**src/rtl/mnist_pkg.sv**
```systemverilog
// Shared numeric types for the MNIST inference pipeline.
// Features are signed fixed point; feature_max is the signed compare used by pooling.
package mnist_pkg;

  localparam int unsigned FEATURE_WIDTH = 16;
  localparam int unsigned FEATURE_FRAC  = 8;

  typedef logic signed [FEATURE_WIDTH-1:0] feature_type;

  function automatic feature_type feature_max(input feature_type a, input feature_type b);
    return (a > b) ? a : b;
  endfunction

endpackage

```
**src/rtl/pool_line_buffer.sv**
```systemverilog
// One row of horizontal pair maxima, written on even rows and read back on odd rows.
// Single address shared by the write port and the asynchronous read port.
module pool_line_buffer
  import mnist_pkg::*;
#(
  parameter int unsigned DEPTH      = 5,
  parameter int unsigned ADDR_WIDTH = 3
) (
  input  logic                  clock,
  input  logic                  wr_en,
  input  logic [ADDR_WIDTH-1:0] addr,
  input  feature_type           wr_data,
  output feature_type           rd_data
);

  feature_type mem_q [DEPTH];

  always_ff @(posedge clock) begin
    if (wr_en) begin
      mem_q[addr] <= wr_data;
    end
  end

  assign rd_data = mem_q[addr];

endmodule

```
**src/rtl/max_pool_2x2.sv**
```systemverilog
// Streaming 2x2 / stride-2 max pool over a raster, channel-major feature stream.
// Output is a single registered slot; upstream is stalled only while that slot is held.
module max_pool_2x2
  import mnist_pkg::*;
#(
  parameter int unsigned IMAGE_HEIGHT = 10,
  parameter int unsigned IMAGE_WIDTH  = 10,
  parameter int unsigned CHANNELS     = 2
) (
  input  logic        clock,
  input  logic        reset,
  input  feature_type in_feature,
  input  logic        in_valid,
  output logic        in_ready,
  output feature_type out_feature,
  output logic        out_valid,
  input  logic        out_ready,
  output logic        out_last
);

  localparam int unsigned CW       = (IMAGE_WIDTH  > 1) ? $clog2(IMAGE_WIDTH)  : 1;
  localparam int unsigned RW       = (IMAGE_HEIGHT > 1) ? $clog2(IMAGE_HEIGHT) : 1;
  localparam int unsigned HW       = (CHANNELS     > 1) ? $clog2(CHANNELS)     : 1;
  localparam int unsigned LB_DEPTH = IMAGE_WIDTH / 2;
  localparam int unsigned LB_AW    = (CW > 1) ? CW - 1 : 1;

  localparam logic [CW-1:0] COL_LAST  = CW'(IMAGE_WIDTH - 1);
  localparam logic [RW-1:0] ROW_LAST  = RW'(IMAGE_HEIGHT - 1);
  localparam logic [HW-1:0] CHAN_LAST = HW'(CHANNELS - 1);

  if ((IMAGE_HEIGHT % 2) != 0 || (IMAGE_WIDTH % 2) != 0) begin : g_odd_dims
    $error("max_pool_2x2: IMAGE_HEIGHT and IMAGE_WIDTH must both be even");
  end

  logic [CW-1:0] col_q, col_d;
  logic [RW-1:0] row_q, row_d;
  logic [HW-1:0] chan_q, chan_d;
  feature_type   pair_q, pair_d;
  feature_type   out_feature_q, out_feature_d;
  logic          out_valid_q, out_valid_d;
  logic          out_last_q, out_last_d;

  logic          accept;
  logic          lb_we;
  logic [LB_AW-1:0] lb_addr;
  feature_type   lb_rd;
  feature_type   pmax;

  assign in_ready = !reset && (!out_valid_q || out_ready);
  assign accept   = in_valid && in_ready;
  assign lb_addr  = LB_AW'(col_q >> 1);
  assign pmax     = feature_max(pair_q, in_feature);

  pool_line_buffer #(
    .DEPTH      (LB_DEPTH),
    .ADDR_WIDTH (LB_AW)
  ) u_line_buffer (
    .clock   (clock),
    .wr_en   (lb_we),
    .addr    (lb_addr),
    .wr_data (pmax),
    .rd_data (lb_rd)
  );

  always_comb begin
    col_d         = col_q;
    row_d         = row_q;
    chan_d        = chan_q;
    pair_d        = pair_q;
    out_feature_d = out_feature_q;
    out_valid_d   = out_valid_q && !out_ready;
    out_last_d    = out_last_q;
    lb_we         = 1'b0;

    if (accept) begin
      if (col_q == COL_LAST) begin
        col_d = '0;
        if (row_q == ROW_LAST) begin
          row_d  = '0;
          chan_d = (chan_q == CHAN_LAST) ? '0 : chan_q + 1'b1;
        end else begin
          row_d = row_q + 1'b1;
        end
      end else begin
        col_d = col_q + 1'b1;
      end

      if (!col_q[0]) begin
        pair_d = in_feature;
      end else if (!row_q[0]) begin
        lb_we = 1'b1;
      end else begin
        // Window complete; accept implies the slot is free or draining this cycle.
        out_feature_d = feature_max(lb_rd, pmax);
        out_valid_d   = 1'b1;
        out_last_d    = (row_q == ROW_LAST) && (col_q == COL_LAST) && (chan_q == CHAN_LAST);
      end
    end
  end

  always_ff @(posedge clock) begin
    if (reset) begin
      col_q         <= '0;
      row_q         <= '0;
      chan_q        <= '0;
      out_feature_q <= '0;
      out_valid_q   <= 1'b0;
      out_last_q    <= 1'b0;
    end else begin
      col_q         <= col_d;
      row_q         <= row_d;
      chan_q        <= chan_d;
      out_feature_q <= out_feature_d;
      out_valid_q   <= out_valid_d;
      out_last_q    <= out_last_d;
    end
  end

  always_ff @(posedge clock) begin
    pair_q <= pair_d;
  end

  assign out_feature = out_feature_q;
  assign out_valid   = out_valid_q;
  assign out_last    = out_last_q;

endmodule

```
**config.mk**
```make
export PLATFORM = sky130hd
export DESIGN_NAME = max_pool_2x2
export DESIGN_NICKNAME = d
export VERILOG_FILES = /design/src/rtl/mnist_pkg.sv /design/src/rtl/pool_line_buffer.sv /design/src/rtl/max_pool_2x2.sv
export SDC_FILE = /design/constraint.sdc
export NUM_CORES = 1
export LEC_CHECK = 0
export ABC_AREA = 0
export BUFFER_PORTS_ARGS = -buffer_cell sky130_fd_sc_hd__buf_4
export CORE_MARGIN = 2
export CORE_UTILIZATION = 30
export DETAILED_ROUTE_END_ITERATION = 10
export GPL_TIMING_DRIVEN = 0
export MAX_ROUTING_LAYER = met4
export PLACE_DENSITY = 0.48
export SYNTH_ARGS = -nofsm -noshare
export SYNTH_HDL_FRONTEND = slang
export SYNTH_SLANG_ARGS = --single-unit
export TNS_END_PERCENT = 50
```
**constraint.sdc**
```tcl
create_clock -name clock -period 6.1 [get_ports clock]
set_input_delay 0.61 -clock clock [delete_from_list [all_inputs] [get_ports clock]]
set_output_delay 0.61 -clock clock [all_outputs]
set_load 0.02 [all_outputs]
```
After elaboration in Yosys (flattened, before gate mapping). Memories as Yosys holds them, arrays and structs flattened. A register that Yosys moved wholly into a read port is not among the register bits. Index checks and enable logic that the tools add are counted.

Bits in registers: 43. Bits in writable memories: 80. Output and inout bits: 19. Memories kept: 1.

Memory list: u_line_buffer.mem_q (depth 5, width 16, rd ports 1, clocked after memory_dff 1, write ports 1, RTL line pool_line_buffer.sv:16) `feature_type mem_q [DEPTH];`.

Add/subtract/negate cells: 3. Magnitude comparators: 2. Eq/ne operators: 2. Mux-type cells: 15. Bitwise logic cells: 1. Reductions and logical operators: 13.

Operator list (count): greater-than comparator 16 bit (2); two-way mux 16 bit (2); two-way mux 1 bit (9); adder 4 x 1 -> 4 bit, second input constant (2); == test 4 bit, second input constant (2); two-way mux 4 bit (2); two-way mux 3 bit (2); AND reduction 3 bit (2); logical AND 1 bit (5); AND reduction 2 bit (2); logical NOT 1 bit (3); adder 1 bit, second input constant (1); logical OR 1 bit (1); inverter 1 bit (1).

Longest topological paths before layout. Gate-level depths: netlist of the first run.

Word-level depth: 7. Gate-level depth with buffers: 20. Mapped depth without buffers: 17.

By module. Synthesis of the first run repeated with hierarchy kept, for this count alone.

Cell total of the unflattened synthesis: 486. Area, all modules: 6271.0 um2.

Modules (own cells, without submodules): max_pool_2x2 (times used 1, cells each 323, area an instance 3151.8 um2, sequential area each 1021.0 um2); pool_line_buffer (times used 1, cells each 163, area an instance 3119.2 um2, sequential area each 2402.3 um2).

Worst setup path before layout of the first run. Ideal clock, no wire load.

Path kind: input-to-reg. From: in in_feature[5]. To: reg out_feature_q[10] (netlist: out_feature[10]). Data arrival time: 3961 ps. Data required time: 5970 ps. Setup slack: 2009 ps. Cell stages on the path: 19. Buffers on the path: 3. Cells stage by stage: inv_1 ha_1 a21o_1 nand3_1 a211oi_1 a2111o_1 mux2i_4 buf_4 nand2_1 o21a_1 ha_1 nand4_1 nor4_1 a41oi_1 and3_1 buf_2 buf_6 a22oi_1 o221ai_2.

Cells in the longest elaborated chain, start to end: 4.

RTL lines: start: declaration (RTL line max_pool_2x2.sv:12) `input feature_type in_feature,`; greater-than comparator 16 bit (RTL line mnist_pkg.sv:11) `return (a > b) ? a : b;`; two-way mux 16 bit (*) (RTL line mnist_pkg.sv:11); greater-than comparator 16 bit (RTL line mnist_pkg.sv:11); two-way mux 16 bit (*) (RTL line mnist_pkg.sv:11); end signal: assignment (RTL line max_pool_2x2.sv:113) `out_feature_q <= out_feature_d;`; end: declaration (RTL line max_pool_2x2.sv:39) `feature_type out_feature_q, out_feature_d;`.

Mark *: on every way between the ends. The rest lies on a longest branch, timed or not. A chain may end at the register's enable or synchronous reset.

Worst setup path after layout of the first run.
From: reg pair_q[15]. To: reg out_feature_q[9] (netlist: out_feature[9]).

Cells in the longest elaborated chain, start to end: 4.

RTL lines: start: declaration (RTL line max_pool_2x2.sv:38) `feature_type pair_q, pair_d;`; start signal: assignment (RTL line max_pool_2x2.sv:120) `pair_q <= pair_d;`; greater-than comparator 16 bit (RTL line mnist_pkg.sv:11); two-way mux 16 bit (*) (RTL line mnist_pkg.sv:11); greater-than comparator 16 bit (RTL line mnist_pkg.sv:11); two-way mux 16 bit (*) (RTL line mnist_pkg.sv:11).

Marked as above.

==> impl_metrics.yaml, run 1 <==
sta:
  setup_tns_ns: 0
  finalSetupViolations: 0
  slew_headroom: 0.304
  period_share: 0.789
  fin_hold_ws_ns: 0.380
  slew_viol_final: 0
  fmax_mhz: 208
  rsz0062_at_grt: "false"
  skew_ns: 0.00715
  worstMarginPinSlew_ns: 1.04
  min_period_ns: 4.82
  hold_viol_final: 0
  layout_setup_ws_ns: 1.28
clock_network:
  clockBufferDepth: 2
  cts_tree: "yes"
  path_clk_slew_ns: 0.06
  cts_max_level: 4
  cts_resized: 0
  postCtsSetupRepairBufs: 0
  clock-sinks: 126
  clock-root-buffer: "clkbuf_16"
  clock_latency_ns: 0.41
  cts_buffers: 17
  postCtsHoldBufs: 0
detailed_routing:
  ant_nets: 0
  highest_layer: "met4"
  route.detailed.drc: 0
  drtPass1Iterations: 4
  via_per_inst: 4.84
  wirelength_mm: 14.4
  vias: 3750
  met2WireLength_mm: 6.97
  wl_met1_mm: 6.62
  route.met3.wl_um: 569
  drt_iter0_markers: 201
  wl_per_cell_um: 18.6
outcome:
  status: "finished clean"
placed_design:
  dp_hpwl_mm: 10.6
  post-place-ws_ns: 1.01
  place.gp.congestion: 0.790
  place.port_buffers: 37
  placed_cell_area_um2: 6560
yosys:
  synth_cell_types: 43
  yosys_warnings: 0
  synth_top_area_share: 0.491
  synth_top_cell_by_area: "edfxtp_1"
  ys_seq_area_frac: 0.594
  ys_ff_latch: 126
  syn_avg_cell_area_um2: 13.5
  synth_cells: 435
  ys_top_cells_by_area: "edfxtp_1 49%, dfxtp_1 10%, ha_1 6.8%"
  synth_area_um2: 5870
  syn_nets: 487
layout:
  final_layout_size_suffix_gt1_frac: 0.259
  num-nets-final: 548
  syn_to_final_growth_pct: 22.2
  utilization: 0.371
  multi_input_area_um2: 2180
  num_antenna_cells: 0
  fin_area_um2: 7170
  seq_area_um2: 3480
  nFillCells: 1861
setup_path:
  cp_max_fo: 10
  ff2ff_path_depth: 17
  crit_chain: "ha_1 > nand4_1 > nor3_1 > a2111o_1 > mux2i_4 > buf_4 > nand2_1 > o21a_1 > ha_1 > nand4_1 > nor4_1 > a41oi_1 > and3_1 > buf_2 > buf_6 > a22oi_1 > o221ai_2"
  cp_num_buf_inv: 3
  crit_arrival_ns: 5.10
  r2r_slack_ns: 1.28
  crit_required_ns: 6.39
  cp_slowest_stage_delay_ns: 0.60
  critPathLaunchType: "flip-flop"
  r2r-start: "pair_q[15]"
  r2r-end: "out_feature[9]"
  crit_type: "flip-flop to flip-flop"
  slowest_stage: "nor4_1"
  cp-end-kind: "flip-flop"
  crit_family: "simple AND/OR/NAND/NOR gates"
global_route:
  antenna_found_initial: 0
  grtUsageTotal: 0.155
  grt_pass1_vias: 3941
  grt_pass1_wl_mm: 22.5
  grt-ovfl-total: 0
  grt_max_degree: 17
power_and_ir_drop:
  irDropWorstVdd_mv: 0.177
  power-per-cell-area_nw_per_um2: 304
  leakage_nw: 2.60
die:
  dieArea_um2: 20700
  die_width_um: 144
  rows: 51
  start_util: 0.304
  io_pins: 39
  fp.dieH_um: 144
  core_area_um2: 19300
worst_hold_path:
  hp-class: "primary input to flip-flop"
  min_path_cells: 1
  hp-start: "in_feature[9]"
  min_to: "pair_q[9]"
job:
  drv_cap: 0
==> power breakdown <==
group | internal, mW | switching (mW)
clock network | 0.664 | 0.376
logic | 0.0698 | 0.116
registers | 0.949 | 0.00556
total | 1.68 | 0.497
==> cell type report <==
class / count / area share
repair buffers: 42 / 0.0476
clock buffers: 19 / 0.0631
well taps: 265 / 0.0462
inverters: 31 / 0.0162
multi-input cells: 257 / 0.303
plain buffers: 21 / 0.0153
flip-flops and latches: 126 / 0.486
clock inverters: 13 / 0.0225
==> cells in the mapped netlist <==
library cell,number
a2111o_1,1
a211oi_1,2
a21bo_2,1
a21boi_2,1
a21o_1,4
a21oi_1,15
a22oi_1,15
a32oi_1,1
a41oi_1,1
and2_1,3
and3_1,2
buf_2,7
buf_4,2
buf_6,2
clkbuf_1,10
dfxtp_1,30
edfxtp_1,96
ha_1,32
inv_1,31
mux2_2,15
mux2i_1,1
mux2i_4,1
mux4_2,16
nand2_1,28
nand2_2,1
nand2b_1,2
nand3_1,9
nand3b_1,1
nand4_1,8
nand4b_1,1
nor2_1,15
nor2b_1,8
nor3_1,9
nor3b_1,3
nor4_1,1
o211ai_1,3
o21a_1,15
o21ai_0,22
o21ai_1,1
o221ai_1,6
o221ai_2,8
xnor2_1,2
xor2_1,3
==> layout by cell type, fill, tap and decap left out, types with 9 or more instances in the layout <==
cell type | netlist | routed
clkbuf_1 | 10 | 10
buf_4 | 2 | 39
o21a_1 | 15 | 15
a21oi_1 | 15 | 15
ha_1 | 32 | 32
mux4_2 | 16 | 16
edfxtp_1 | 96 | 96
dfxtp_1 | 30 | 30
o21ai_0 | 22 | 22
clkbuf_16 | 0 | 17
nor2_1 | 15 | 14
mux2_2 | 15 | 15
nand3_1 | 9 | 9
a22oi_1 | 15 | 15
nand2_1 | 28 | 28
inv_1 | 31 | 31
==> state kept, by name, indices dropped and copies added, names as in the netlist, named ones only <==
name	cells
out_feature	16
row_q	4
chan_q	1
out_last	1
pair_q	16
col_q	4
u_line_buffer.mem_q	80
out_valid	1
==> routing by layer <==
layer | global-route usage | vias to the layer above
met1 | 0.194 | 1864
met4 | 0.0588 | 0
li1 | - | 1800
met5 | - | -
met2 | 0.246 | 72
met3 | 0.0370 | 14
==> worst max path at each step <==
stage,startpoint,endpoint,slack [ns],depth (start not counted)
2_1_floorplan,in_feature[5],out_feature[10],2.01,19
3_3_place_gp,in_feature[15],out_feature[4],1.06,19
3_5_place_dp,in_feature[15],out_feature[5],1.01,19
4_1_cts,pair_q[15],out_feature[5],1.38,17
5_1_grt,pair_q[15],out_feature[4],1.06,17
6_report,pair_q[15],out_feature[9],1.28,17
==> logic make-up (layout without fill, tap and decap cells) <==
| family | after synthesis | after routing | share of synthesized area |
|---|---|---|---|
| flops | 126 | 126 | 0.594 |
| compound gates | 96 | 96 | 0.120 |
| simple gates | 91 | 91 | 0.0761 |
| buf+inv | 52 | 126 | 0.0386 |
| mux | 33 | 33 | 0.0957 |
| fa+ha+maj | 32 | 32 | 0.0682 |
| xor+xnor | 5 | 5 | 0.00746 |
==> per-stage QoR <==
stage	power [mW]	instances
after CTS	2.20	774
after global placement	1.15	737
final	2.18	774
after floorplan	1.09	435
after detailed placement	1.16	742
after global routing	2.26	774
(Power assumes the default switching activity.)
==> run 2, diff against run 1 <==
PLACE_DENSITY = 0.5   (was 0.48)
clock period = 4.09 ns   (was 6.1 ns; I/O delays follow)
==> run 2 against run 1 <==
Effect of this change: the run now ends with setup timing left; die area unchanged; clock power up 24%; sequential share of layout area down 2.7 points; critical path depth up 2; cell count up 3.2%; highest routed layer unchanged.
==> impl_metrics.yaml, run 2 (synthesized netlist as in run 1, its figures left out) <==
power_and_ir_drop:
  power_mw: 3.06
  irDropWorstVdd_mv: 0.288
  power-per-cell-area_nw_per_um2: 403
  leakage_nw: 2.76
layout:
  num-nets-final: 574
  multi_input_area_um2: 2390
  largest_register_ffs: 80
  final_layout_size_suffix_gt1_frac: 0.341
  num_antenna_cells: 0
  nFillCells: 1854
  regMostFlops: "u_line_buffer.mem_q"
  syn_to_final_growth_pct: 29.3
  seq_area_um2: 3480
  layout_common_cells: "96 x edfxtp_1, 59 x buf_4, 31 x inv_1"
  layout_commonest_cell: "edfxtp_1"
setup_path:
  crit_type: "flip-flop to flip-flop"
  crit_required_ns: 4.37
  cp-end-kind: "flip-flop"
  cp_max_fo: 10
  r2r_slack_ns: -0.11
  slowest_stage: "a2111o_1"
  r2r-start: "pair_q[1]"
  crit_arrival_ns: 4.49
  cp_slowest_stage_delay_ns: 0.46
  crit_chain: "ha_4 > nor2b_2 > o21ai_1 > nand2_1 > a2111o_1 > mux2i_4 > buf_6 > nand2_1 > o21a_1 > ha_1 > a21oi_1 > o211ai_1 > a211oi_2 > nand3_2 > and3_1 > buf_6 > buf_12 > a22oi_2 > o221ai_1"
  r2r-end: "out_feature[5]"
  critPathLaunchType: "flip-flop"
  ff2ff_path_depth: 19
global_route:
  grt_pass1_vias: 4047
  gr-usage-met1: 0.203
  antenna_found_initial: 0
  grt_busiest_layer: "met2"
  grtUsageMet2: 0.244
  grtUsageTotal: 0.158
  met3_usage: 0.0367
  grt_pass1_wl_mm: 23.0
  grt-ovfl-total: 0
  grt_max_degree: 17
detailed_routing:
  drtPass1Iterations: 5
  wirelength_mm: 15.3
  ant_nets: 0
  route.detailed.drc: 0
  vias: 3913
  via_per_inst: 4.90
  wl_per_cell_um: 19.2
  drt_iter0_markers: 235
die:
  io_pins: 39
  start_util: 0.304
  core_area_um2: 19300
  rows: 51
  fp.dieH_um: 144
  die_width_um: 144
  dieArea_um2: 20700
placed_design:
  dp_hpwl_mm: 10.4
  place.gp.congestion: 0.832
  place.port_buffers: 37
  post-place-ws_ns: -0.769
clock_network:
  clock-sinks: 126
  clock_latency_ns: 0.43
  cts_tree: "yes"
  cts_buffers: 17
  postCtsHoldBufs: 0
  path_clk_slew_ns: 0.06
  cts_max_level: 4
  clock-root-buffer: "clkbuf_16"
  clockBufferDepth: 2
worst_hold_path:
  hp-start: "in_feature[8]"
  hp-class: "primary input to flip-flop"
  min_path_cells: 1
  min_to: "pair_q[8]"
sta:
  worstMarginPinSlew_ns: 1.09
  min_period_ns: 4.20
  slew_viol_final: 0
  hold_viol_final: 0
  layout_setup_ws_ns: -0.115
  finalSetupViolations: 12
  fmax_mhz: 238
  period_share: 1.03
  rsz0062_at_grt: "true"
  skew_ns: 0.0156
  slew_headroom: 0.272
outcome:
  failed_checks: "setup timing"
  status: "finished with violations"
job:
  drv_cap: 0
[run 2: changes by cell type in the layout (fill, tap and decap cells not counted), moves of 4 or more]
cell and change:
buf_4 +20, clkbuf_1 +4, a22oi_1 -9, o221ai_1 -4
ha_1 -7, buf_12 +4, buf_6 +4, a22oi_2 +9
buf_2 -5, ha_4 +7, o221ai_2 +4
[run 2: final cells by class]
cell class | count | share of cell area
Sequential cell | 126 | 0.459
Multi-Input combinational cell | 257 | 0.315
Timing Repair Buffer | 68 | 0.0795
Clock buffer | 22 | 0.0585
Tap cell | 265 | 0.0437
Buffer | 21 | 0.0221
Inverter | 31 | 0.0153
Clock inverter | 9 | 0.00627
[run 2: what timing repair did]
action,4_1_cts,5_1_grt
setup buffers,10,13
resized for setup,32,23
pin swaps,8,12
setup endpoints to repair,16,16
cloned,1,2
[run 2: how the worst max path moves through the flow]
stage / end / slack (ns) / startpoint
3_3_place_gp: out_feature[4] / -0.72 / in_feature[15]
2_1_floorplan: out_feature[10] / 0.20 / in_feature[5]
6_report: out_feature[5] / -0.11 / pair_q[1]
3_5_place_dp: out_feature[5] / -0.77 / in_feature[15]
4_1_cts: out_feature[5] / -0.03 / pair_q[1]
5_1_grt: out_feature[10] / -0.27 / pair_q[15]
[run 2: critical path, delay by kind of cell, from the launching register on]
kind,cells,cell delay [ns]
AO/OA/AOI/OAI,8,1.68
AND/OR/NAND/NOR,5,0.64
adder cells (fa/ha/maj),2,0.55
buffers and inverters,3,0.48
flip-flops,1,0.45
multiplexers,1,0.27
[run 2: layer usage]
metal	up-vias	part of all wire	routed length, um
met2	78	0.47	7130
met1	1974	0.47	7150
met5	-	0	0
met3	23	0.050	767
met4	0	0.018	272
li1	1838	-	-
[run 2: stage by stage]
| stage | hold WS [ns] | TNS, ns | instances | utilization | instance area, um^2 |
|---|---|---|---|---|---|
| 2_1_floorplan | 0.459 | 0 | 435 | - | 5870 |
| 3_3_place_gp | 0.456 | -14.98 | 737 | 0.335 | 6480 |
| 3_5_place_dp | 0.466 | -10.66 | 742 | 0.339 | 6560 |
| 4_1_cts | 0.156 | -0.115 | 784 | 0.377 | 7290 |
| 5_1_grt | 0.159 | -3.40 | 799 | 0.392 | 7590 |
| 6_report | 0.166 | -0.816 | 799 | 0.392 | 7590 |
[run 2: report_power, final]
part	total [mW]	switching, mW	internal, mW
combinational	0.347	0.198	0.149
sequential	1.42	0.00902	1.42
clock	1.29	0.531	0.758
total	3.06	0.738	2.32
